--- src/rtl/alu_pkg.sv ---
// Shared ALU definitions used by the response receiver.
// Provides the packet command type, flag bit positions, error field type,
// the decoded response record, the packet-FSM state type, CRC3/parity
// helpers and the response-shape constants.
package alu_pkg;

  // Packet command bit: DATA carries one byte of C, CTL closes a response.
  typedef enum logic {
    CMD_DATA = 1'b0,
    CMD_CTL  = 1'b1
  } cmd_t;

  // Bit positions of the ALU status flags inside rsp_flags.
  localparam int unsigned FLG_NEG   = 0;
  localparam int unsigned FLG_ZERO  = 1;
  localparam int unsigned FLG_OVFL  = 2;
  localparam int unsigned FLG_CARRY = 3;

  typedef logic [5:0] err_t;

  // Decoded response as presented on the rsp_* outputs.
  typedef struct packed {
    logic [31:0] c;
    err_t        flags;
    logic        is_err;
    logic        chk_ok;
    logic        proto_err;
  } alu_result_t;

  // Single-packet deserialiser states.
  typedef enum logic [2:0] {
    IDLE,
    CMD,
    BYTE,
    STOP,
    RESYNC
  } pkt_state_t;

  localparam int unsigned ALU_DATA_PKTS = 4;
  localparam int unsigned ALU_CRC_W     = 3;
  // x^3 + x + 1
  localparam logic [3:0]  CRC3_POLY     = 4'b1011;

  // CRC3 over {C, flags}, MSB first, init 0.
  function automatic logic [ALU_CRC_W-1:0] crc3(input bit [35:0] msg);
    logic [ALU_CRC_W-1:0] crc;
    logic                 fb;
    crc = '0;
    for (int unsigned i = 0; i < 36; i++) begin
      fb  = crc[2] ^ msg[35-i];
      crc = {crc[1:0], 1'b0} ^ (fb ? CRC3_POLY[2:0] : 3'b000);
    end
    return crc;
  endfunction

  // Parity over a whole byte; 0 means even parity holds.
  function automatic logic par8(input logic [7:0] b);
    return ^b;
  endfunction

endpackage

--- src/rtl/alu_rsp_rx_if.sv ---
// Bundle between the ALU serial transmitter side and the response receiver.
//   sout          : serial response line (idles high)
//   rsp_valid     : one-cycle pulse, response complete
//   rsp_data      : result C, 0 for error responses
//   rsp_flags     : {00,CARRY,OVFL,ZERO,NEG} or the 6 received error bits
//   rsp_is_err    : response was an error CTL packet
//   rsp_chk_ok    : CRC (normal) or parity (error) matched
//   rsp_proto_err : packet sequence or framing violated
//   busy          : response in progress
interface alu_rsp_rx_if;
  logic        sout;
  logic        rsp_valid;
  logic [31:0] rsp_data;
  logic [5:0]  rsp_flags;
  logic        rsp_is_err;
  logic        rsp_chk_ok;
  logic        rsp_proto_err;
  logic        busy;

  // Transmitter / system side.
  modport master (
    output sout,
    input  rsp_valid, rsp_data, rsp_flags, rsp_is_err, rsp_chk_ok,
           rsp_proto_err, busy
  );

  // Receiver side.
  modport slave (
    input  sout,
    output rsp_valid, rsp_data, rsp_flags, rsp_is_err, rsp_chk_ok,
           rsp_proto_err, busy
  );
endinterface

--- src/rtl/alu_pkt_rx.sv ---
// Single-packet deserialiser for the ALU response line.
// Packet, first bit first: start(0), cmd, byte[7:0] MSB first, stop(1).
//   clk, rst_n    : clock, synchronous active-low reset
//   sout          : serial input
//   pkt_start     : start bit seen in IDLE this cycle
//   pkt_valid     : stop bit good this cycle; pkt_cmd/pkt_byte are complete
//   pkt_frame_err : stop bit was 0 this cycle
//   pkt_cmd       : received command bit
//   pkt_byte      : received byte
// Status outputs are combinational on the sampling cycle so the consumer can
// register its result on the same edge that samples the stop bit.
module alu_pkt_rx
  import alu_pkg::*;
(
  input  logic       clk,
  input  logic       rst_n,
  input  logic       sout,
  output logic       pkt_start,
  output logic       pkt_valid,
  output logic       pkt_frame_err,
  output cmd_t       pkt_cmd,
  output logic [7:0] pkt_byte
);

  pkt_state_t  state_q, state_d;
  logic [2:0]  bit_cnt_q, bit_cnt_d;
  cmd_t        cmd_q, cmd_d;
  logic [7:0]  shift_q, shift_d;

  always_ff @(posedge clk) begin
    if (!rst_n) begin
      state_q   <= IDLE;
      bit_cnt_q <= '0;
      cmd_q     <= CMD_DATA;
      shift_q   <= '0;
    end else begin
      state_q   <= state_d;
      bit_cnt_q <= bit_cnt_d;
      cmd_q     <= cmd_d;
      shift_q   <= shift_d;
    end
  end

  always_comb begin
    state_d       = state_q;
    bit_cnt_d     = bit_cnt_q;
    cmd_d         = cmd_q;
    shift_d       = shift_q;
    pkt_start     = 1'b0;
    pkt_valid     = 1'b0;
    pkt_frame_err = 1'b0;
    unique case (state_q)
      IDLE: begin
        if (!sout) begin
          pkt_start = 1'b1;
          state_d   = CMD;
        end
      end
      CMD: begin
        cmd_d     = cmd_t'(sout);
        bit_cnt_d = 3'd7;
        state_d   = BYTE;
      end
      BYTE: begin
        shift_d = {shift_q[6:0], sout};
        if (bit_cnt_q == 3'd0) begin
          state_d = STOP;
        end else begin
          bit_cnt_d = bit_cnt_q - 3'd1;
        end
      end
      STOP: begin
        // Returning straight to IDLE lets a start bit follow immediately.
        if (sout) begin
          pkt_valid = 1'b1;
          state_d   = IDLE;
        end else begin
          pkt_frame_err = 1'b1;
          state_d       = RESYNC;
        end
      end
      RESYNC: begin
        if (sout) begin
          state_d = IDLE;
        end
      end
      default: state_d = IDLE;
    endcase
  end

  assign pkt_cmd  = cmd_q;
  assign pkt_byte = shift_q;

endmodule

--- src/rtl/alu_rsp_rx.sv ---
// ALU response receiver: assembles DATA/CTL packets into one response,
// checks sequence, CRC3 and parity, and presents a one-cycle-valid record.
//   clk, rst_n : clock, synchronous active-low reset
//   rx         : slave side of alu_rsp_rx_if (sout in, rsp_* and busy out)
// Parameters: DATA_PKTS DATA packets per normal response, CRC_W CRC width.
module alu_rsp_rx
  import alu_pkg::*;
#(
  parameter int unsigned DATA_PKTS = ALU_DATA_PKTS,
  parameter int unsigned CRC_W     = ALU_CRC_W
) (
  input logic          clk,
  input logic          rst_n,
  alu_rsp_rx_if.slave  rx
);

  localparam int unsigned       CNT_W    = $clog2(DATA_PKTS + 1);
  localparam logic [CNT_W-1:0]  CNT_FULL = CNT_W'(DATA_PKTS);

  logic       pkt_start;
  logic       pkt_valid;
  logic       pkt_frame_err;
  cmd_t       pkt_cmd;
  logic [7:0] pkt_byte;

  alu_pkt_rx u_pkt_rx (
    .clk           (clk),
    .rst_n         (rst_n),
    .sout          (rx.sout),
    .pkt_start     (pkt_start),
    .pkt_valid     (pkt_valid),
    .pkt_frame_err (pkt_frame_err),
    .pkt_cmd       (pkt_cmd),
    .pkt_byte      (pkt_byte)
  );

  alu_result_t       rsp_q, rsp_d;
  logic              valid_q, valid_d;
  logic              busy_q, busy_d;
  logic [CNT_W-1:0]  cnt_q, cnt_d;
  logic [31:0]       c_q, c_d;

  logic [3:0]        flags_rx;
  logic [CRC_W-1:0]  crc_calc;
  logic              crc_ok;
  logic              par_ok;

  always_ff @(posedge clk) begin
    if (!rst_n) begin
      rsp_q   <= '0;
      valid_q <= 1'b0;
      busy_q  <= 1'b0;
      cnt_q   <= '0;
      c_q     <= '0;
    end else begin
      rsp_q   <= rsp_d;
      valid_q <= valid_d;
      busy_q  <= busy_d;
      cnt_q   <= cnt_d;
      c_q     <= c_d;
    end
  end

  // Checks evaluated against the CTL byte currently on pkt_byte.
  always_comb begin
    flags_rx = pkt_byte[6:3];
    crc_calc = CRC_W'(crc3({c_q, flags_rx}));
    crc_ok   = (pkt_byte[CRC_W-1:0] == crc_calc);
    par_ok   = (par8(pkt_byte) == 1'b0);
  end

  always_comb begin
    rsp_d   = rsp_q;
    valid_d = 1'b0;
    busy_d  = busy_q;
    cnt_d   = cnt_q;
    c_d     = c_q;

    if (pkt_start) begin
      busy_d = 1'b1;
    end

    if (pkt_frame_err) begin
      valid_d         = 1'b1;
      rsp_d           = '0;
      rsp_d.proto_err = 1'b1;
      cnt_d           = '0;
      c_d             = '0;
    end else if (pkt_valid) begin
      if (pkt_cmd == CMD_DATA) begin
        if (cnt_q == CNT_FULL) begin
          // One DATA packet too many: report and start counting afresh.
          valid_d         = 1'b1;
          rsp_d           = '0;
          rsp_d.proto_err = 1'b1;
          cnt_d           = '0;
          c_d             = '0;
        end else begin
          c_d   = {c_q[23:0], pkt_byte};
          cnt_d = cnt_q + 1'b1;
        end
      end else begin
        valid_d = 1'b1;
        cnt_d   = '0;
        c_d     = '0;
        rsp_d   = '0;
        if (!pkt_byte[7]) begin
          if (cnt_q != CNT_FULL) begin
            rsp_d.proto_err = 1'b1;
          end else begin
            rsp_d.c                = c_q;
            rsp_d.flags[FLG_CARRY] = pkt_byte[6];
            rsp_d.flags[FLG_OVFL]  = pkt_byte[5];
            rsp_d.flags[FLG_ZERO]  = pkt_byte[4];
            rsp_d.flags[FLG_NEG]   = pkt_byte[3];
            rsp_d.chk_ok           = crc_ok;
          end
        end else begin
          if (cnt_q != '0) begin
            rsp_d.proto_err = 1'b1;
          end else begin
            rsp_d.flags  = err_t'(pkt_byte[6:1]);
            rsp_d.is_err = 1'b1;
            rsp_d.chk_ok = par_ok;
          end
        end
      end
    end

    if (valid_d) begin
      busy_d = 1'b0;
    end
  end

  assign rx.rsp_valid     = valid_q;
  assign rx.rsp_data      = rsp_q.c;
  assign rx.rsp_flags     = rsp_q.flags;
  assign rx.rsp_is_err    = rsp_q.is_err;
  assign rx.rsp_chk_ok    = rsp_q.chk_ok;
  assign rx.rsp_proto_err = rsp_q.proto_err;
  assign rx.busy          = busy_q;

endmodule

--- src/flat_wrapper.sv ---
// flat-port wrapper written by rule: the top's interface ports become plain ports
module alu_rsp_rx_flat import alu_pkg::*;
#(
  parameter int unsigned DATA_PKTS = ALU_DATA_PKTS,
  parameter int unsigned CRC_W     = ALU_CRC_W
)
  (clk, rst_n, rx_sout, rx_rsp_valid, rx_rsp_data, rx_rsp_flags, rx_rsp_is_err, rx_rsp_chk_ok, rx_rsp_proto_err, rx_busy);
  alu_rsp_rx_if rx_i ();
  input logic clk;
  input logic rst_n;
  input wire logic [$bits(rx_i.sout)-1:0] rx_sout;
  output wire logic [$bits(rx_i.rsp_valid)-1:0] rx_rsp_valid;
  output wire logic [$bits(rx_i.rsp_data)-1:0] rx_rsp_data;
  output wire logic [$bits(rx_i.rsp_flags)-1:0] rx_rsp_flags;
  output wire logic [$bits(rx_i.rsp_is_err)-1:0] rx_rsp_is_err;
  output wire logic [$bits(rx_i.rsp_chk_ok)-1:0] rx_rsp_chk_ok;
  output wire logic [$bits(rx_i.rsp_proto_err)-1:0] rx_rsp_proto_err;
  output wire logic [$bits(rx_i.busy)-1:0] rx_busy;
  assign rx_i.sout = rx_sout;
  assign rx_rsp_valid = rx_i.rsp_valid;
  assign rx_rsp_data = rx_i.rsp_data;
  assign rx_rsp_flags = rx_i.rsp_flags;
  assign rx_rsp_is_err = rx_i.rsp_is_err;
  assign rx_rsp_chk_ok = rx_i.rsp_chk_ok;
  assign rx_rsp_proto_err = rx_i.rsp_proto_err;
  assign rx_busy = rx_i.busy;
  alu_rsp_rx #(.DATA_PKTS(DATA_PKTS), .CRC_W(CRC_W)) u_core (.clk(clk), .rst_n(rst_n), .rx(rx_i));
endmodule
--- config.mk ---
export PLATFORM = sky130hd
export DESIGN_NAME = alu_rsp_rx_flat
export DESIGN_NICKNAME = d
export VERILOG_FILES = /design/src/rtl/alu_pkg.sv /design/src/rtl/alu_rsp_rx_if.sv /design/src/rtl/alu_pkt_rx.sv /design/src/rtl/alu_rsp_rx.sv /design/src/flat_wrapper.sv
export SDC_FILE = /design/constraint.sdc
export NUM_CORES = 1
export LEC_CHECK = 0
export CORE_UTILIZATION = 56
export DETAILED_ROUTE_END_ITERATION = 7
export PLACE_DENSITY = 0.76
export SETUP_SLACK_MARGIN = 0.02
export SLEW_MARGIN = 20
export SYNTH_ARGS = -nofsm -noshare
export SYNTH_HDL_FRONTEND = slang
export SYNTH_SLANG_ARGS = --single-unit
--- constraint.sdc ---
create_clock -name clk -period 2.85 [get_ports clk]
set_input_delay 0.855 -clock clk [delete_from_list [all_inputs] [get_ports clk]]
set_output_delay 0.855 -clock clk [all_outputs]
set_load 0.02 [all_outputs]
==> results of run 1 <==
==> cells in the final DEF (no fill, tap or decap), types with 2 or more instances in the layout <==
| master | n |
|---|---|
| dfxtp_1 | 93 |
| a22oi_1 | 9 |
| o211a_1 | 2 |
| and3_1 | 2 |
| and2_1 | 2 |
| a21boi_1 | 9 |
| clkdlybuf4s50_1 | 45 |
| nor3_1 | 3 |
| o21ai_0 | 4 |
| nand3_1 | 64 |
| clkinvlp_4 | 2 |
| ha_1 | 4 |
| clkbuf_8 | 9 |
| xor2_1 | 3 |
| xnor2_1 | 34 |
| nor2_1 | 12 |
| buf_4 | 20 |
| inv_1 | 4 |
| inv_6 | 2 |
| nand2b_1 | 3 |
| a21oi_1 | 73 |
| xnor2_2 | 2 |
| nor2b_1 | 4 |
| a21boi_0 | 2 |
| o2bb2ai_1 | 2 |
| nand2_1 | 96 |
| xnor3_1 | 5 |
| bufinv_16 | 2 |
| mux2i_1 | 2 |
==> area by class of cell <==
cell class | count | share of cell area
multi-input cells | 351 | 0.421
flip-flops and latches | 93 | 0.380
well taps | 96 | 0.0245
clock buffers | 10 | 0.0261
repair buffers | 66 | 0.127
inverters | 4 | 0.00307
clock inverters | 6 | 0.0189
==> power groups by stage <==
stage / clock [W] / sequential [W] / combinational [W]
2_1_floorplan: 0 / 0.00135 / 0.0000956
3_3_place_gp: 0 / 0.00136 / 0.000130
3_5_place_dp: 0 / 0.00136 / 0.000132
4_1_cts: 0.000998 / 0.00133 / 0.000133
5_1_grt: 0.00105 / 0.00133 / 0.000147
6_report: 0.000986 / 0.00133 / 0.000133
==> Yosys cell counts, types with 4 or more instances <==
| cell | instances |
|---|---|
| nand2_1 | 96 |
| nor2_1 | 12 |
| a21oi_1 | 74 |
| nor2b_1 | 4 |
| a22oi_1 | 9 |
| a21boi_1 | 9 |
| ha_1 | 4 |
| buf_2 | 4 |
| xnor3_1 | 5 |
| dfxtp_1 | 93 |
| xnor2_1 | 34 |
| nand3_1 | 64 |
| o21ai_0 | 4 |
| clkbuf_1 | 34 |
| inv_1 | 4 |
==> kinds of logic after synthesis <==
| kind of cell | Yosys count | synth area share |
|---|---|---|
| mux | 3 | 0.00769 |
| buf+inv | 43 | 0.0409 |
| simple gates | 192 | 0.211 |
| fa+ha+maj | 4 | 0.0123 |
| compound gates | 107 | 0.151 |
| xor+xnor | 45 | 0.119 |
| flops | 93 | 0.458 |
==> worst min path at each step <==
stage,end,start,cells after the start
5_1_grt,u_core.rx.rsp_data[20],u_core.rx.rsp_data[20],2
2_1_floorplan,u_core.cnt_q[1],u_core.cnt_q[1],2
6_report,u_core.rx.rsp_data[7],u_core.rx.rsp_data[7],2
3_5_place_dp,u_core.rx.rsp_data[14],u_core.rx.rsp_data[14],2
4_1_cts,u_core.rx.rsp_data[14],u_core.rx.rsp_data[14],2
3_3_place_gp,u_core.rx.rsp_data[22],u_core.rx.rsp_data[22],2
==> sequential cells by signal, indices dropped and copies added (netlist names) <==
signal	count
u_core.c_q	32
u_core.cnt_q	3
u_core.rx.busy	1
u_core.rx.rsp_chk_ok	1
u_core.rx.rsp_data	32
u_core.rx.rsp_flags	6
u_core.rx.rsp_is_err	1
u_core.rx.rsp_proto_err	1
u_core.rx.rsp_valid	1
u_core.u_pkt_rx.bit_cnt_q	3
u_core.u_pkt_rx.pkt_byte	8
u_core.u_pkt_rx.pkt_cmd	1
u_core.u_pkt_rx.state_q	3
==> layer usage <==
layer,vias to the layer above,track usage,share of wire
met4,0,0.142,0.031
met2,108,0.428,0.48
met5,-,0,0
met1,1623,0.332,0.44
li1,1727,-,-
met3,28,0.0427,0.047
==> per-stage QoR <==
step,total power (W),utilization,hold WS [ps],std cells,cell area (µm²)
final,0.00245,0.709,453,626,4900
after CTS,0.00246,0.709,456,626,4900
after global routing,0.00252,0.709,473,626,4900
after floorplan,0.00145,-,449,487,4070
after global placement,0.00149,0.677,438,610,4680
after detailed placement,0.00149,0.677,442,610,4680
==> worst reg2reg max path, stage by stage, from the launching register on <==
cell and delay, ps:
dfxtp_1 350, xnor2_1 290, xnor3_1 510, xnor3_1 380
or2_1 270, mux2_2 280, o2bb2ai_1 190, o2bb2ai_1 130
==> impl_metrics.py, run 1 <==
metrics = {
    "power_and_ir_drop": {
        "power.internal_w": 0.00186,
        "clkPwrFrac": 0.403,
        "p_leak_nw": 1.65,
        "ir_worst_vdd_mv": 0.277,
        "power_density_nw_per_um2": 499,
        "combPwrFrac": 0.054,
        "swShare": 0.240,
        "seq_power_share": 0.543,
        "switchingPower_w": 0.000586,
    },
    "placed_design": {
        "place_congestion": 0.821,
        "place_ws_ps": 381,
        "portBuffers": 45,
        "dpl.hpwl_um": 6520,
    },
    "clock_network": {
        "ctsResizeCount": 0,
        "cts_hold_buf": 0,
        "cts_tree": "built",
        "post_cts_buffers": 0,
        "cts_num_sinks": 93,
        "htreeDepth": 3,
        "clock_path_buffers": 2,
        "worstSkewPairLatency_ps": 370,
        "path_clk_slew_ps": 90,
        "root_buffer": "clkbuf_8",
        "cts_made_buffers": 9,
    },
    "global_routing": {
        "gr-total-overflow": 0,
        "grt_usage": 0.262,
        "grt_pass1_wl_um": 15100,
        "grt_start_max_net_pins": 39,
        "grt_pass1_vias": 3149,
        "antenna_found_initial": 0,
    },
    "sta": {
        "maxSlewHeadroom": 0.514,
        "setup_violations": 0,
        "fmax_mhz": 408,
        "worst_slew_pin_slew_ps": 730,
        "min_period_ps": 2450,
        "setup-tns-final_ps": 0,
        "rsz0062_at_grt": "false",
        "finalClockSkew_ps": 10.9,
        "maxSlewViolCount": 0,
        "finalHoldViolations": 0,
        "finalCritPeriodShare": 0.860,
        "worst_slack_ps": 400,
    },
    "drt": {
        "wl_um": 9510,
        "ant_nets": 0,
        "post_drt_wl_per_cell_um": 15.2,
        "vias": 3486,
        "firstDrtPassIters": 5,
        "drc": 0,
        "viasPerCell": 5.57,
        "drt-initial-drc-count": 236,
    },
    "synthesis": {
        "ys.flop_type": "dfxtp_1",
        "synthesis.area_um2": 4070,
        "synth_edf_count": 0,
        "synth_nets": 494,
        "yosysTopAreaCell": "dfxtp_1",
        "avgSynthCellArea_um2": 8.36,
        "ys_top_cells_by_area": "dfxtp_1 (46%), a21oi_1 (9.1%), nand2_1 (8.9%)",
        "syn_inst": 487,
        "synth_cell_types": 38,
        "async_flop_share": 0,
        "yosysSeqAreaShare": 0.458,
        "yosysWarnings": 0,
        "ys_ff_latch": 93,
        "synth_top_area_frac": 0.458,
    },
    "worst_setup_path": {
        "worstPathMaxFanout": 4,
        "endpoint_kind": "flip-flop",
        "cp.depth": 7,
        "path_buf_inv": 0,
        "regToRegSetupSlack_ps": 400,
        "cp_slowest_cell": "xnor3_1",
        "worstPathArrival_ps": 2760,
        "required_ps": 3160,
        "r2r_end": "u_core.rx.rsp_chk_ok",
        "crit_start": "u_core.c_q[20]",
        "crit_family": "XOR/XNOR gates",
        "crit_chain": "xnor2_1, xnor3_1, xnor3_1, or2_1, mux2_2, o2bb2ai_1, o2bb2ai_1",
        "critPathKind": "reg -> reg",
        "slowest_delay_ps": 510,
        "timing.rr.start": "u_core.c_q[20]",
        "rr_worst_depth": 7,
        "start_kind": "flip-flop",
        "cp-endpoint": "u_core.rx.rsp_chk_ok",
    },
    "outcome": {
        "status": "complete, no violations",
    },
    "die": {
        "die_w_um": 87.2,
        "dieArea_um2": 7610,
        "fp.coreArea_um2": 6910,
        "num_rows": 30,
        "die_height_um": 87.2,
        "ios": 46,
        "start_util": 0.589,
    },
    "final_layout": {
        "num-fill-cells": 571,
        "area_delta_synth_final_pct": 20.4,
        "num_antenna_cells": 0,
        "seq_area_um2": 1860,
        "drive_gt1_frac": 0.0830,
        "multi_input_area_um2": 2060,
        "nNetsFinal": 532,
    },
    "run": {
        "maxCapViolations": 0,
    },
    "min_path": {
        "hp-class": "reg -> reg",
    },
}
No activity file was read; power rests on OpenSTA's default activity.
==> run 2: changes to the inputs <==
--- a/config.mk
+++ b/config.mk
@@ -5,9 +5,10 @@
 export SDC_FILE = /design/constraint.sdc
 export NUM_CORES = 1
 export LEC_CHECK = 0
-export CORE_UTILIZATION = 56
+export ABC_AREA = 1
+export CORE_UTILIZATION = 58
 export DETAILED_ROUTE_END_ITERATION = 7
-export PLACE_DENSITY = 0.76
+export PLACE_DENSITY = 0.77
 export SETUP_SLACK_MARGIN = 0.02
 export SLEW_MARGIN = 20
 export SYNTH_ARGS = -nofsm -noshare
==> impl_metrics.py, run 2 <==
metrics = {
    "synthesis": {
        "synthesis.area_um2": 4880,
        "avgSynthCellArea_um2": 6.68,
        "ys.flop_type": "dfxtp_1",
        "synth_common_cells": "nand2_1 (200), dfxtp_1 (93), a21oi_1 (83)",
        "synth_nets": 737,
        "async_flop_share": 0,
        "synth_edf_count": 0,
        "ys_ff_latch": 93,
        "yosysTopAreaCell": "dfxtp_1",
        "yosysSeqAreaShare": 0.382,
        "synth_top_area_frac": 0.382,
        "yosysWarnings": 0,
        "ys_top_cells_by_area": "dfxtp_1 (38%), nand2_1 (15%), a21oi_1 (8.5%)",
        "yosysMostFrequentCell": "nand2_1",
        "syn_inst": 730,
        "synth_cell_types": 30,
    },
    "worst_setup_path": {
        "endpoint_kind": "flip-flop",
        "critPathKind": "reg -> reg",
        "regToRegSetupSlack_ps": -760,
        "rr_worst_depth": 38,
        "cp_slowest_cell": "dfxtp_4",
        "r2r_end": "u_core.rx.rsp_chk_ok",
        "slowest_delay_ps": 390,
        "worstPathMaxFanout": 5,
        "start_kind": "flip-flop",
        "timing.rr.start": "u_core.c_q[26]",
        "required_ps": 3150,
        "worstPathArrival_ps": 3910,
        "critPathMostFrequentCell": "nand2_2",
    },
    "min_path": {
        "min_path_cells": 2,
        "hp-class": "reg -> reg",
        "min_from": "u_core.rx.busy",
        "hold_end": "u_core.rx.busy",
    },
    "drt": {
        "post_drt_wl_per_cell_um": 13.1,
        "viasPerCell": 5.32,
        "drt-initial-drc-count": 161,
        "ant_nets": 0,
        "firstDrtPassIters": 5,
        "wl_um": 11900,
        "vias": 4850,
        "drc": 0,
    },
    "die": {
        "ios": 46,
        "die_w_um": 93.7,
        "dieArea_um2": 8780,
        "die_height_um": 93.7,
        "num_rows": 33,
        "fp.coreArea_um2": 8180,
        "start_util": 0.597,
    },
    "power_and_ir_drop": {
        "power_w": 0.00253,
        "power_density_nw_per_um2": 414,
        "ir_worst_vdd_mv": 0.277,
        "swShare": 0.250,
        "seq_power_share": 0.533,
        "power.internal_w": 0.00190,
        "combPwrFrac": 0.083,
        "p_leak_nw": 2.65,
        "switchingPower_w": 0.000633,
        "clkPwrFrac": 0.383,
    },
    "sta": {
        "worst_slack_ps": -756,
        "finalClockSkew_ps": 13.9,
        "setup_violations": 1,
        "maxSlewHeadroom": 0.724,
        "min_period_ps": 3610,
        "finalHoldViolations": 0,
        "fmax_mhz": 277,
        "maxSlewViolCount": 0,
        "rsz0062_at_grt": "true",
        "finalCritPeriodShare": 1.27,
        "worst_slew_pin_slew_ps": 414,
    },
    "outcome": {
        "status": "finished with violations",
        "violations": "setup timing",
    },
    "placed_design": {
        "dpl.hpwl_um": 8380,
        "placed_cells_incl_taps": 894,
        "place_congestion": 0.872,
        "portBuffers": 45,
    },
    "global_routing": {
        "gr-total-overflow": 0,
        "grt_pass1_vias": 4469,
        "grt_pass1_wl_um": 19700,
        "grt_start_max_net_pins": 35,
        "grt_usage": 0.281,
        "antenna_found_initial": 0,
    },
    "clock_network": {
        "htreeDepth": 3,
        "cts_num_sinks": 93,
        "root_buffer": "clkbuf_8",
        "cts_made_buffers": 9,
        "worstSkewPairLatency_ps": 360,
        "path_clk_slew_ps": 100,
        "cts_tree": "built",
        "clock_path_buffers": 2,
    },
    "final_layout": {
        "area_delta_synth_final_pct": 25.3,
        "final_common_cell": "nand2_1",
        "num_antenna_cells": 0,
        "layout.cells.non_filler": 912,
        "nNetsFinal": 809,
        "final_cell_mix": "nand2_1 (182), dfxtp_1 (85), a21oi_1 (83)",
        "drive_gt1_frac": 0.200,
    },
    "run": {
        "maxCapViolations": 0,
    },
}
-- run 2: cell types whose count changed after synthesis, sizes merged, moves of 8 or more --
| cell | change |
|---|---|
| nand2 | +142 |
| inv | +73 |
| nor2 | +54 |
| o21ai | +39 |
| xnor2 | -28 |
| nand3 | -14 |
| a21boi | -11 |
| a21oi | +10 |
| clkbuf | -9 |
| xor2 | +8 |
-- run 2: power by group through the flow --
| stage | Sequential [W] | Clock [W] | Combinational [W] |
|---|---|---|---|
| after CTS | 0.00135 | 0.000991 | 0.000210 |
| after global placement | 0.00138 | 0 | 0.000199 |
| after detailed placement | 0.00139 | 0 | 0.000206 |
| final | 0.00135 | 0.000971 | 0.000211 |
| after global routing | 0.00135 | 0.00105 | 0.000237 |
| after floorplan | 0.00137 | 0 | 0.000157 |
-- run 2: cell families after synthesis --
family	after synthesis	share of synthesized area
flops	93	0.382
buf+inv	109	0.0856
xor+xnor	20	0.0374
compound gates	139	0.150
fa+ha+maj	4	0.0103
simple gates	365	0.335
-- run 2: worst max-delay path, delay by kind of cell (launching register included) --
kind            cells  cell delay [ps]
buf+inv             3              210
compound gates      1              100
xor+xnor            1              240
flops               1              390
simple gates       33             2610
-- run 2: per-layer routing --
metal / GRT usage / part of all wire / vias to the layer above
met5: 0 / 0 / -
met3: 0.0413 / 0.031 / 27
met4: 0.108 / 0.027 / 0
met2: 0.507 / 0.50 / 99
li1: - / - / 2471
met1: 0.332 / 0.44 / 2253
-- run 2: cell type report --
type | instances | area, µm²
sequential | 93 | 1880
timing repair buffer | 91 | 821
fill | 667 | 2060
clock inverter | 6 | 91.3
tap | 105 | 131
multi-input combinational | 528 | 2760
clock buffer | 10 | 128
inverter | 79 | 297
-- run 2: worst max-delay path by stage --
stage	startpoint	depth (start not counted)	to
CTS	u_core.c_q[27]	42	u_core.rx.rsp_chk_ok
finish	u_core.c_q[26]	38	u_core.rx.rsp_chk_ok
global placement	u_core.c_q[24]	38	u_core.rx.rsp_chk_ok
floorplan	u_core.c_q[31]	41	u_core.rx.rsp_chk_ok
global route	u_core.c_q[24]	39	u_core.rx.rsp_chk_ok
detailed placement	u_core.c_q[31]	38	u_core.rx.rsp_chk_ok
-- run 2: timing repair --
| action | 4_1_cts | 5_1_grt |
|---|---|---|
| endpoints found under the setup margin | 1 | 1 |
| pin swaps | 9 | 10 |
| resized for setup | 23 | 30 |
| hold buffers | 0 | 0 |
| buffers inserted | 2 | 0 |
-- run 2: per-stage QoR --
step / hold WS, ps / setup WS (ps) / cell area [µm²] / util / TNS, ps
6_report: 470 / -756 / 6110 / 0.748 / -756
5_1_grt: 497 / -1160 / 6110 / 0.748 / -1160
4_1_cts: 471 / -678 / 6000 / 0.734 / -678
3_5_place_dp: 459 / -750 / 5700 / 0.697 / -750
3_3_place_gp: 439 / -599 / 5700 / 0.697 / -599
2_1_floorplan: 462 / -307 / 4880 / - / -307
==> run 3: changes to the inputs <==
--- a/config.mk
+++ b/config.mk
@@ -10,7 +10,6 @@
 export DETAILED_ROUTE_END_ITERATION = 7
 export PLACE_DENSITY = 0.77
 export SETUP_SLACK_MARGIN = 0.02
-export SLEW_MARGIN = 20
 export SYNTH_ARGS = -nofsm -noshare
 export SYNTH_HDL_FRONTEND = slang
 export SYNTH_SLANG_ARGS = --single-unit
==> results of run 3 <==
No change in the layout: final DEF, timing and power equal those of run 2.
